$ cat config.mk
export PLATFORM = sky130hd
export DESIGN_NAME = n1_core_p_flat
export DESIGN_NICKNAME = d
export VERILOG_FILES = /design/src/rtl/n1_pkg.sv /design/src/rtl/n1_core_p_if.sv /design/src/rtl/n1_alu.sv /design/src/rtl/n1_core_p.sv /design/src/flat_wrapper.sv
export SDC_FILE = /design/constraint.sdc
export NUM_CORES = 2
export LEC_CHECK = 0
export CAP_MARGIN = 20
export CORE_MARGIN = 2
export CORE_UTILIZATION = 50
export CTS_CLUSTER_SIZE = 8
export DETAILED_ROUTE_END_ITERATION = 8
export GPL_ROUTABILITY_DRIVEN = 0
export PLACE_DENSITY = 0.65
export SETUP_SLACK_MARGIN = 0.05
export SLEW_MARGIN = 40
export SYNTH_ARGS = -nofsm -noshare
export SYNTH_HDL_FRONTEND = slang
export SYNTH_SLANG_ARGS = --single-unit
$ cat constraint.sdc
create_clock -name clk -period 8.3 [get_ports clk]
set_input_delay 2.49 -clock clk [delete_from_list [all_inputs] [get_ports clk]]
set_output_delay 2.49 -clock clk [all_outputs]
set_load 0.01 [all_outputs]
$ cat src/rtl/n1_pkg.sv
// Shared definitions for the n1_core_p slice: opcodes, FSM states, fault codes, flags, field helpers.
// N1_MULDIV_EN decides whether MUL/DIV are legal opcodes.
package n1_pkg;

  localparam logic [3:0] OP_ILL0  = 4'h0;
  localparam logic [3:0] OP_MOV   = 4'h1;
  localparam logic [3:0] OP_STORE = 4'h2;
  localparam logic [3:0] OP_ADD   = 4'h3;
  localparam logic [3:0] OP_SUB   = 4'h4;
  localparam logic [3:0] OP_MUL   = 4'h5;
  localparam logic [3:0] OP_DIV   = 4'h6;
  localparam logic [3:0] OP_PRINT = 4'h7;
  localparam logic [3:0] OP_END   = 4'h8;
  localparam logic [3:0] OP_CMP   = 4'h9;
  localparam logic [3:0] OP_JMP   = 4'hA;
  localparam logic [3:0] OP_JNE   = 4'hB;
  localparam logic [3:0] OP_JLE   = 4'hC;
  localparam logic [3:0] OP_CALL  = 4'hD;
  localparam logic [3:0] OP_RET   = 4'hE;
  localparam logic [3:0] OP_ILL1  = 4'hF;

  typedef enum logic [1:0] {FETCH, EXEC, HALT, FAULT} state_t;

  localparam logic [2:0] FC_NONE    = 3'd0;
  localparam logic [2:0] FC_ILLEGAL = 3'd1;
  localparam logic [2:0] FC_REG     = 3'd2;
  localparam logic [2:0] FC_MEM     = 3'd3;
  localparam logic [2:0] FC_STK_OVF = 3'd4;
  localparam logic [2:0] FC_STK_UNF = 3'd5;

  typedef struct packed {
    logic n;
    logic z;
    logic c;
    logic v;
  } flags_t;

  function automatic logic [3:0] f_op(input logic [15:0] inst);
    return inst[15:12];
  endfunction

  function automatic logic [2:0] f_rd(input logic [15:0] inst);
    return inst[11:9];
  endfunction

  function automatic logic [2:0] f_ra(input logic [15:0] inst);
    return inst[8:6];
  endfunction

  function automatic logic [2:0] f_rb(input logic [15:0] inst);
    return inst[5:3];
  endfunction

  function automatic logic [7:0] f_imm(input logic [15:0] inst);
    return inst[7:0];
  endfunction

  function automatic logic op_illegal(input logic [3:0] op);
`ifdef N1_MULDIV_EN
    return (op == OP_ILL0) || (op == OP_ILL1);
`else
    return (op == OP_ILL0) || (op == OP_ILL1) || (op == OP_MUL) || (op == OP_DIV);
`endif
  endfunction

  function automatic logic uses_rd(input logic [3:0] op);
    return op inside {OP_MOV, OP_STORE, OP_ADD, OP_SUB, OP_MUL, OP_DIV, OP_CMP};
  endfunction

  function automatic logic uses_ra(input logic [3:0] op);
    return op inside {OP_ADD, OP_SUB, OP_MUL, OP_DIV, OP_CMP};
  endfunction

  function automatic logic uses_rb(input logic [3:0] op);
    return op inside {OP_ADD, OP_SUB, OP_MUL, OP_DIV};
  endfunction

endpackage

$ cat src/rtl/n1_core_p_if.sv
// Programming port and output strobe bundle between the pin-mapping top and n1_core_p.
interface n1_core_p_if #(
  parameter int unsigned DATA_W = 16
);
  logic              prog_we;
  logic [7:0]        prog_addr;
  logic [DATA_W-1:0] prog_data;
  logic [DATA_W-1:0] out_data;
  logic              out_valid;
  logic              halted;
  logic              fault;
  logic [2:0]        fault_code;

  modport master (
    output prog_we, prog_addr, prog_data,
    input  out_data, out_valid, halted, fault, fault_code
  );

  modport slave (
    input  prog_we, prog_addr, prog_data,
    output out_data, out_valid, halted, fault, fault_code
  );
endinterface

$ cat src/rtl/n1_alu.sv
// Combinational ALU for n1_core_p: ADD/SUB/CMP always, MUL/DIV only when N1_MULDIV_EN is defined.
module n1_alu
  import n1_pkg::*;
#(
  parameter int unsigned DATA_W = 16
) (
  input  logic [3:0]        op,
  input  logic [DATA_W-1:0] a,
  input  logic [DATA_W-1:0] b,
  input  flags_t            flags_in,
  output logic [DATA_W-1:0] result,
  output flags_t            flags_out
);
  localparam int unsigned M = DATA_W - 1;

  logic [DATA_W:0] sum;
  logic [DATA_W:0] diff;

  always_comb begin
    sum       = {1'b0, a} + {1'b0, b};
    diff      = {1'b0, a} - {1'b0, b};
    result    = '0;
    flags_out = flags_in;
    case (op)
      OP_ADD: begin
        result      = sum[M:0];
        flags_out.c = sum[DATA_W];
        flags_out.v = (a[M] == b[M]) && (result[M] != a[M]);
        flags_out.n = result[M];
        flags_out.z = (result == '0);
      end
      OP_SUB: begin
        result      = diff[M:0];
        // Zero-extended subtraction: the extra bit is the borrow (a < b).
        flags_out.c = diff[DATA_W];
        flags_out.v = (a[M] != b[M]) && (result[M] != a[M]);
        flags_out.n = result[M];
        flags_out.z = (result == '0);
      end
      OP_CMP: begin
        flags_out.z = (a == b);
        flags_out.n = (a < b);
      end
`ifdef N1_MULDIV_EN
      OP_MUL: result = a * b;
      OP_DIV: begin
        if (b == '0) begin
          result      = '1;
          flags_out.v = 1'b1;
        end else begin
          result = a / b;
        end
      end
`endif
      default: ;
    endcase
  end
endmodule

$ cat src/rtl/n1_core_p.sv
// Parameterised multi-cycle n1 core: FSM, unified memory, register file and call stack.
// Define N1_MULDIV_EN to enable MUL/DIV; otherwise those opcodes fault as illegal.
module n1_core_p
  import n1_pkg::*;
#(
  parameter int unsigned DATA_W      = 16,
  parameter int unsigned NREGS       = 4,
  parameter int unsigned MEM_DEPTH   = 128,
  parameter int unsigned STACK_DEPTH = 16
) (
  input  logic       clk,
  input  logic       rst_n,
  n1_core_p_if.slave bus
);
  localparam int unsigned AW  = (MEM_DEPTH > 1) ? $clog2(MEM_DEPTH) : 1;
  localparam int unsigned RW  = (NREGS > 1) ? $clog2(NREGS) : 1;
  localparam int unsigned SW  = (STACK_DEPTH > 1) ? $clog2(STACK_DEPTH) : 1;
  localparam int unsigned SPW = $clog2(STACK_DEPTH + 1);

  logic [DATA_W-1:0] mem   [MEM_DEPTH];
  logic [DATA_W-1:0] regs  [NREGS];
  logic [7:0]        stack [STACK_DEPTH];

  state_t            state;
  logic [7:0]        pc;
  logic [SPW-1:0]    sp;
  logic [15:0]       inst;
  flags_t            flags;

  logic [3:0]        op;
  logic [2:0]        rd, ra, rb;
  logic [7:0]        imm;
  logic [7:0]        pc_inc;
  logic [DATA_W-1:0] rd_v, ra_v, rb_v, opa, opb, alu_res;
  flags_t            alu_flags;
  logic              prog_ok;
  logic [2:0]        exec_fc;

  always_comb begin
    op      = f_op(inst);
    rd      = f_rd(inst);
    ra      = f_ra(inst);
    rb      = f_rb(inst);
    imm     = f_imm(inst);
    pc_inc  = pc + 8'd1;
    rd_v    = regs[rd[RW-1:0]];
    ra_v    = regs[ra[RW-1:0]];
    rb_v    = regs[rb[RW-1:0]];
    // CMP compares rd against ra, so its operands sit one field higher than ALU ops.
    opa     = (op == OP_CMP) ? rd_v : ra_v;
    opb     = (op == OP_CMP) ? ra_v : rb_v;
    prog_ok = 32'(bus.prog_addr) < MEM_DEPTH;

    exec_fc = FC_NONE;
    if (op_illegal(op))
      exec_fc = FC_ILLEGAL;
    else if ((uses_rd(op) && 32'(rd) >= NREGS) ||
             (uses_ra(op) && 32'(ra) >= NREGS) ||
             (uses_rb(op) && 32'(rb) >= NREGS))
      exec_fc = FC_REG;
    else if ((op == OP_STORE || op == OP_PRINT) && 32'(imm) >= MEM_DEPTH)
      exec_fc = FC_MEM;
    else if (op == OP_CALL && 32'(sp) == STACK_DEPTH)
      exec_fc = FC_STK_OVF;
    else if (op == OP_RET && sp == '0)
      exec_fc = FC_STK_UNF;
  end

  n1_alu #(.DATA_W(DATA_W)) u_alu (
    .op        (op),
    .a         (opa),
    .b         (opb),
    .flags_in  (flags),
    .result    (alu_res),
    .flags_out (alu_flags)
  );

  always_ff @(posedge clk) begin
    if (!rst_n) begin
      state          <= FETCH;
      pc             <= '0;
      sp             <= '0;
      inst           <= '0;
      flags          <= '0;
      bus.out_valid  <= 1'b0;
      bus.halted     <= 1'b0;
      bus.fault      <= 1'b0;
      bus.fault_code <= FC_NONE;
      for (int unsigned i = 0; i < NREGS; i++) regs[i] <= '0;
      if (bus.prog_we && prog_ok) mem[bus.prog_addr[AW-1:0]] <= bus.prog_data;
      bus.out_data <= prog_ok ? mem[bus.prog_addr[AW-1:0]] : '0;
    end else begin
      bus.out_valid <= 1'b0;
      case (state)
        FETCH: begin
          if (32'(pc) >= MEM_DEPTH) begin
            state          <= FAULT;
            bus.fault      <= 1'b1;
            bus.fault_code <= FC_MEM;
          end else begin
            inst  <= mem[pc[AW-1:0]][15:0];
            state <= EXEC;
          end
        end
        EXEC: begin
          if (exec_fc != FC_NONE) begin
            state          <= FAULT;
            bus.fault      <= 1'b1;
            bus.fault_code <= exec_fc;
          end else begin
            state <= FETCH;
            pc    <= pc_inc;
            case (op)
              OP_MOV:   regs[rd[RW-1:0]] <= DATA_W'(imm);
              OP_STORE: mem[imm[AW-1:0]] <= rd_v;
              OP_PRINT: begin
                bus.out_data  <= mem[imm[AW-1:0]];
                bus.out_valid <= 1'b1;
              end
              OP_ADD, OP_SUB, OP_MUL, OP_DIV: begin
                regs[rd[RW-1:0]] <= alu_res;
                flags            <= alu_flags;
              end
              OP_CMP: flags <= alu_flags;
              OP_JMP: pc <= imm;
              OP_JNE: if (!flags.z) pc <= imm;
              OP_JLE: if (flags.n || flags.z) pc <= imm;
              OP_CALL: begin
                stack[SW'(sp)] <= pc_inc;
                sp             <= sp + SPW'(1);
                pc             <= imm;
              end
              OP_RET: begin
                pc <= stack[SW'(sp - SPW'(1))];
                sp <= sp - SPW'(1);
              end
              OP_END: begin
                state      <= HALT;
                bus.halted <= 1'b1;
                pc         <= pc;
              end
              default: ;
            endcase
          end
        end
        HALT, FAULT: ;
        default: state <= FAULT;
      endcase
    end
  end
endmodule

$ cat src/flat_wrapper.sv
// flat-port wrapper written by rule: the top's interface ports become plain ports
module n1_core_p_flat import n1_pkg::*;
#(
  parameter int unsigned DATA_W      = 16,
  parameter int unsigned NREGS       = 4,
  parameter int unsigned MEM_DEPTH   = 128,
  parameter int unsigned STACK_DEPTH = 16
)
  (clk, rst_n, bus_prog_we, bus_prog_addr, bus_prog_data, bus_out_data, bus_out_valid, bus_halted, bus_fault, bus_fault_code);
  n1_core_p_if #(.DATA_W(DATA_W)) bus_i ();
  input  logic clk;
  input  logic rst_n;
  input wire logic [$bits(bus_i.prog_we)-1:0] bus_prog_we;
  input wire logic [$bits(bus_i.prog_addr)-1:0] bus_prog_addr;
  input wire logic [$bits(bus_i.prog_data)-1:0] bus_prog_data;
  output wire logic [$bits(bus_i.out_data)-1:0] bus_out_data;
  output wire logic [$bits(bus_i.out_valid)-1:0] bus_out_valid;
  output wire logic [$bits(bus_i.halted)-1:0] bus_halted;
  output wire logic [$bits(bus_i.fault)-1:0] bus_fault;
  output wire logic [$bits(bus_i.fault_code)-1:0] bus_fault_code;
  assign bus_i.prog_we = bus_prog_we;
  assign bus_i.prog_addr = bus_prog_addr;
  assign bus_i.prog_data = bus_prog_data;
  assign bus_out_data = bus_i.out_data;
  assign bus_out_valid = bus_i.out_valid;
  assign bus_halted = bus_i.halted;
  assign bus_fault = bus_i.fault;
  assign bus_fault_code = bus_i.fault_code;
  n1_core_p #(.DATA_W(DATA_W), .NREGS(NREGS), .MEM_DEPTH(MEM_DEPTH), .STACK_DEPTH(STACK_DEPTH)) u_core (.clk(clk), .rst_n(rst_n), .bus(bus_i));
endmodule
**Word-level counts from Yosys, hierarchy flattened**

Memory sizes are Yosys's and may differ from the RTL's. A register that Yosys moved wholly into a read port is not among the register bits.
Index checks and enable logic that the tools add are counted.

- Eq/ne operators: 23
- Divide/modulo/power cells: 0
- Reductions and logical operators: 40
- Multiply operators: 0
- Magnitude comparators: 7
- $add $sub $neg: 5
- Shifts and indexed selects: 0
- Bitwise operators: 6
- Multiplexer cells: 60

Operators with widths:

| operator | count |
|---|---|
| 2-to-1 mux 16 bit | 10 |
| case mux 8 bit (5 select lines) | 1 |
| == test 4 bit (second input constant) | 8 |
| logical NOT 16 bit | 2 |
| case mux 16 bit (2 select lines) | 1 |
| OR reduction 16 bit | 2 |
| 2-to-1 mux 1 bit | 29 |
| 2-to-1 mux 3 bit | 7 |
| adder 16 bit | 1 |
| == test 16 bit | 1 |
| == test 4 x 3 -> 1 bit (second input constant) | 4 |
| >= comparator 8 bit (second input constant) | 2 |
| < comparator 16 bit | 1 |
| 2-to-1 mux 8 bit | 2 |
| subtractor 16 bit | 1 |
| AND reduction 3 bit | 5 |
| case mux 5 bit (2 select lines) | 1 |
| >= comparator 3 bit (second input constant) | 3 |
| adder 8 x 1 -> 8 bit (second input constant) | 1 |
| == test 4 x 2 -> 1 bit (second input constant) | 2 |
| < comparator 8 bit (second input constant) | 1 |
| 2-to-1 mux 2 bit | 4 |
| != test 2 x 1 -> 1 bit (second input constant) | 4 |
| logical AND 1 bit | 7 |
| 29 further kinds | 41 |

- Bits in read-only memories: 0
- Logic and storage cells: 154
- Flip-flop bits (word level): 39
- Memories kept: 3
- Latch bits: 0
- Output and inout bits: 22
- Bits in writable memories: 2,240
- Input port bits: 27

Memories:

| name | words | width | rd ports | clocked after memory_dff | write ports | line | RTL |
|---|---|---|---|---|---|---|---|
| u_core.mem | 128 | 16 | 3 | 1 | 1 | n1_core_p.sv:20 | `logic [DATA_W-1:0] mem [MEM_DEPTH];` |
| u_core.stack | 16 | 8 | 1 | 0 | 1 | n1_core_p.sv:22 | `logic [7:0] stack [STACK_DEPTH];` |
| u_core.regs | 4 | 16 | 3 | 0 | 4 | n1_core_p.sv:21 | `logic [DATA_W-1:0] regs [NREGS];` |

**Depth between registers and ports, before layout**

- Word-level depth: 15
- Mapped depth: 18
- Mapped depth without buffers: 14

**By module**

Synthesis repeated with hierarchy kept, for this count alone.

- Cells, all modules: 7,914
- Area, all modules: 126,655.2 um2

By module, submodules not included:

| module | times used | cells each | sequential area each (um2) | area each (um2) |
|---|---|---|---|---|
| n1_core_p | 1 | 7,562 | 68,565.8 | 124,285.4 |
| n1_alu | 1 | 352 | 0.0 | 2,369.8 |

**Worst setup path before layout**

OpenSTA, ideal clock, no wires.

- Kind: input -> register
- Start: input bus_prog_addr[3]
- End: memory u_core.mem[120][0] (enable)
- Data arrival time: 4,839 ps
- Setup slack: 3,073 ps
- Library setup time: 388 ps
- Stages on the path: 7
- Data required time: 7,912 ps
- Cells stage by stage: clkbuf_1 -> buf_2 -> buf_1 -> inv_1 -> o31ai_4 -> nand2_1 -> nor2_1

- Word-level cells in the longest chain between the ends: 6
- Elaborated cells on any way between the ends: 7
- Classes of those cells: order compare: 1; mux: 5; reduce/logical: 1

RTL lines:

| element | line | RTL |
|---|---|---|
| start, declared | flat_wrapper.sv:14 | `input wire logic [$bits(bus_i.prog_addr)-1:0] bus_prog_addr;` |
| < comparator 8 bit | n1_core_p.sv:52 | `prog_ok = 32'(bus.prog_addr) < MEM_DEPTH;` |
| logical AND 1 bit | n1_core_p.sv:90 | `if (bus.prog_we && prog_ok) mem[bus.prog_addr[AW-1:0]] <= bus.prog_data;` |
| 2-to-1 mux 1 bit | n1_core_p.sv:90 |  |
| 2-to-1 mux 1 bit | n1_core_p.sv:79 | `if (!rst_n) begin` |
| 2-to-1 mux 1 bit (not written as such) | n1_core_p.sv:90 |  |
| 2-to-1 mux 1 bit (no line) | n/a |  |
| end, declared | n1_core_p.sv:20 |  |

Parallel ways exist; a longest one is shown, timed or not.

**Final worst setup path**

- Start: input bus_prog_addr[0]
- End: register u_core.bus.out_data[1] (data pin)

- Word-level cells in the longest chain between the ends: 3
- Elaborated cells on any way between the ends: 4
- Classes of those cells: order compare: 1; mux: 2; memory: 1

RTL lines:

| element | line | RTL |
|---|---|---|
| memory read (128 x 16 bit) or < comparator 8 bit (tied branches) | n/a |  |
| 2-to-1 mux 16 bit (*) | n1_core_p.sv:91 | `bus.out_data <= prog_ok ? mem[bus.prog_addr[AW-1:0]] : '0;` |
| 2-to-1 mux 16 bit (*) | n1_core_p.sv:79 |  |
| end signal, assigned | n1_core_p.sv:91 |  |
| end signal, assigned | n1_core_p.sv:117 | `bus.out_data <= mem[imm[AW-1:0]];` |
| end, declared | n1_core_p_if.sv:21 | `output out_data, out_valid, halted, fault, fault_code` |

Every way passes the cells marked *; elsewhere a longest branch is shown, timed or not.
A chain may end at the register's enable or synchronous reset.

==> results.sh <==
export IMPL_status="complete, no violations"
export IMPL_yosys_warnings=0
export IMPL_hold_viol=0
export IMPL_worstHoldPathType="flip-flop to flip-flop"
export IMPL_synth_simple_gate_area_share_pct=2.15
export IMPL_critical_path_class="input port to flip-flop"
export IMPL_yosys_area_share_adder_pct=0.415
export IMPL_peakVddDrop_v=0.000242
export IMPL_clkTransAtPathRegs_ns=0.05
export IMPL_whs_ns=0.476
export IMPL_seq_area_um2=68600
export IMPL_max_slew_worst_pin_slew_ns=1.08
export IMPL_power_density_nw_per_um2=271
export IMPL_num_fill_cells=18100
export IMPL_fmax_ghz=0.172
export IMPL_clkLatencyLatePin_ns=0.96
export IMPL_cts_resized=0
export IMPL_clockRootBuffer="clkbuf_16"
export IMPL_placedCellCount=9206
export IMPL_setup_tns_final_ns=0
export IMPL_syn_to_final_growth_pct=12.3
export IMPL_finalSetupViolCount=0
export IMPL_synth_top_family_by_area="multiplexers"
export IMPL_drt_pass1_iterations=9
export IMPL_first_global_vias=73900
export IMPL_synth_compound_gate_area_share_pct=2.34
export IMPL_relSlewSlack_pct=28.0
export IMPL_async_reset_ff_share_pct=0
export IMPL_arrival_ns=6.46
export IMPL_instances_no_fill=9628
export IMPL_layout_common_cells="edfxtp_1, mux4_2, clkbuf_16"
export IMPL_drt_iter0_drc=12400
export IMPL_finalPower_mw=37.8
export IMPL_nets=6286
export IMPL_synth_edf_count=2256
export IMPL_ys_seq_elements=2295
export IMPL_syn_nets=6145
export IMPL_yosysTopAreaCell="edfxtp_1"
export IMPL_synth_area_um2=124000
export IMPL_cap_violations=0
export IMPL_cts_setup_buffers=0
export IMPL_multi_input_area_um2=53900
export IMPL_viasPerCell=7.75
export IMPL_ios=49
export IMPL_syn_avg_cell_area_um2=20.5
export IMPL_fin_crit_ns=5.81
export IMPL_grt_busiest_layer="met2"
export IMPL_vias=74600
export IMPL_start_util_pct=50.1
export IMPL_grt_overflow=0
export IMPL_die_height_um=503
export IMPL_cp_end_kind="flip-flop"
export IMPL_cts_hold_fix_buffers=0
export IMPL_wl_per_cell_um=44.2
export IMPL_gr_usage_met1_pct=44.9
export IMPL_grt_use_met2_pct=51.0
export IMPL_synthTopCellsByArea="edfxtp_1, mux4_2, clkbuf_1, nor2_1, buf_2"
export IMPL_dp_hpwl_mm=264
export IMPL_slew_violations=0
export IMPL_synth_top_area_share_pct=54.5
export IMPL_rows=183
export IMPL_period_share_pct=70.0
export IMPL_yosysSeqAreaShare_pct=55.1
export IMPL_worstPathRequired_ns=8.95
export IMPL_worst_setup_path_start_kind="input port"
export IMPL_grt_max_degree=121
export IMPL_drcViolationCount=0
export IMPL_port_buffers=48
export IMPL_die_area_um2=253000
export IMPL_cts_sinks=2295
export IMPL_cts_tree="built"
export IMPL_synth_top_flop_cell="edfxtp_1"
export IMPL_drive_gt1_share_pct=47.4
export IMPL_numCtsBuffers=338
export IMPL_synthCells=6078
export IMPL_gr_usage_all_layers_pct=34.0
export IMPL_layout_commonest_cell="edfxtp_1"
export IMPL_coreArea_um2=248000
export IMPL_antenna_found_initial=19
export IMPL_h_tree_depth=5
export IMPL_die_w_um=503
export IMPL_grt_pass1_wl_mm=590
export IMPL_yosys_area_share_xor_xnor_pct=0.247
export IMPL_critical_path_peak_fanout=31
export IMPL_ys_types=84
export IMPL_ant_nets=0
export IMPL_finClkSkew_ns=0.0657
export IMPL_rsz0062_at_grt="false"
export IMPL_synth_mux_area_share_pct=37.6
export IMPL_p_leak_nw=41.6
export IMPL_drt_total_wl_mm=425
export IMPL_met3_usage_pct=10.5
export IMPL_cts_buffer_depth=4
==> area by class of cell <==
class                           count  area share (%)
Antenna cell                        9          0.0161
Clock inverter                      7          0.0797
Tap cell                         3330            2.98
Inverter                           47           0.130
Multi-Input combinational cell   3165            38.6
Timing Repair Buffer              372            2.67
Clock buffer                      403            6.40
Sequential cell                  2295            49.1
==> cell usage after synthesis, types with 34 or more instances <==
| cell | instances |
|---|---|
| edfxtp_1 | 2256 |
| mux4_2 | 2016 |
| clkbuf_1 | 315 |
| nor2_1 | 243 |
| buf_2 | 179 |
| mux2i_1 | 86 |
| a21oi_1 | 73 |
| nand2_1 | 70 |
| buf_1 | 54 |
| a211oi_1 | 52 |
| inv_1 | 45 |
| dfxtp_1 | 39 |
| ha_1 | 38 |
| mux2_2 | 38 |
| nand2b_1 | 36 |
| o21ai_0 | 36 |
| a221oi_1 | 35 |
| nor3_1 | 34 |
==> through the flow <==
| step | area (um^2) | setup slack (ns) | utilization (%) |
|---|---|---|---|
| 6_report | 140000 | 2.49 | 56.3 |
| 5_1_grt | 140000 | 2.37 | 56.3 |
| 4_1_cts | 139000 | 2.62 | 56.2 |
| 3_5_place_dp | 130000 | 1.61 | 52.6 |
| 3_3_place_gp | 130000 | 1.20 | 52.3 |
| 2_1_floorplan | 124000 | 3.07 | - |
==> layer usage <==
| layer | vias up | wire (um) |
|---|---|---|
| li1 | 27500 | - |
| met1 | 40200 | 146000 |
| met2 | 5948 | 196000 |
| met3 | 980 | 56800 |
| met4 | 10 | 26800 |
| met5 | - | 162 |
==> flip-flops by register name (all words and copies together), names as in the netlist, 3 cells and up <==
| signal | cells |
|---|---|
| u_core.mem | 2048 |
| u_core.stack | 128 |
| u_core.regs | 64 |
| u_core.bus.out_data | 16 |
| u_core.inst | 16 |
| u_core.pc | 8 |
| u_core.sp | 5 |
| u_core.bus.fault_code | 3 |
==> final timing paths <==
kind,slack [ns],to,start,depth (start not counted)
max,2.49,u_core.bus.out_data[1],bus_prog_addr[0],10
min,0.48,u_core.inst[10],u_core.inst[10],2
max reg2reg,3.05,u_core.mem[39][6],u_core.inst[14],9
min reg2reg,0.48,u_core.inst[10],u_core.inst[10],2
==> cells by family (layout without fill, tap and decap cells) <==
| family | after synthesis | after routing |
|---|---|---|
| flops | 2295 | 2295 |
| mux | 2140 | 2140 |
| buf+inv | 618 | 829 |
| simple gates | 546 | 546 |
| compound gates | 404 | 404 |
| fa+ha+maj | 40 | 40 |
| xor+xnor | 35 | 35 |
| other cells | 0 | 9 |
==> report_power, final <==
part           total, mW  switching (mW)  internal (mW)
Combinational       12.1            6.78           5.30
Clock               12.3            4.88           7.47
Sequential          13.4           0.394           13.0
==> worst max-delay path: stages <==
cell and delay [ns]:
buf_8 0.50, buf_4 0.52, buf_4 0.54, mux4_2 0.60, mux4_2 0.46, and2_1 0.17
a211oi_1 0.60, a211oi_1 0.16, a21oi_1 0.16, o221ai_1 0.14
(Power assumes the default switching activity.)
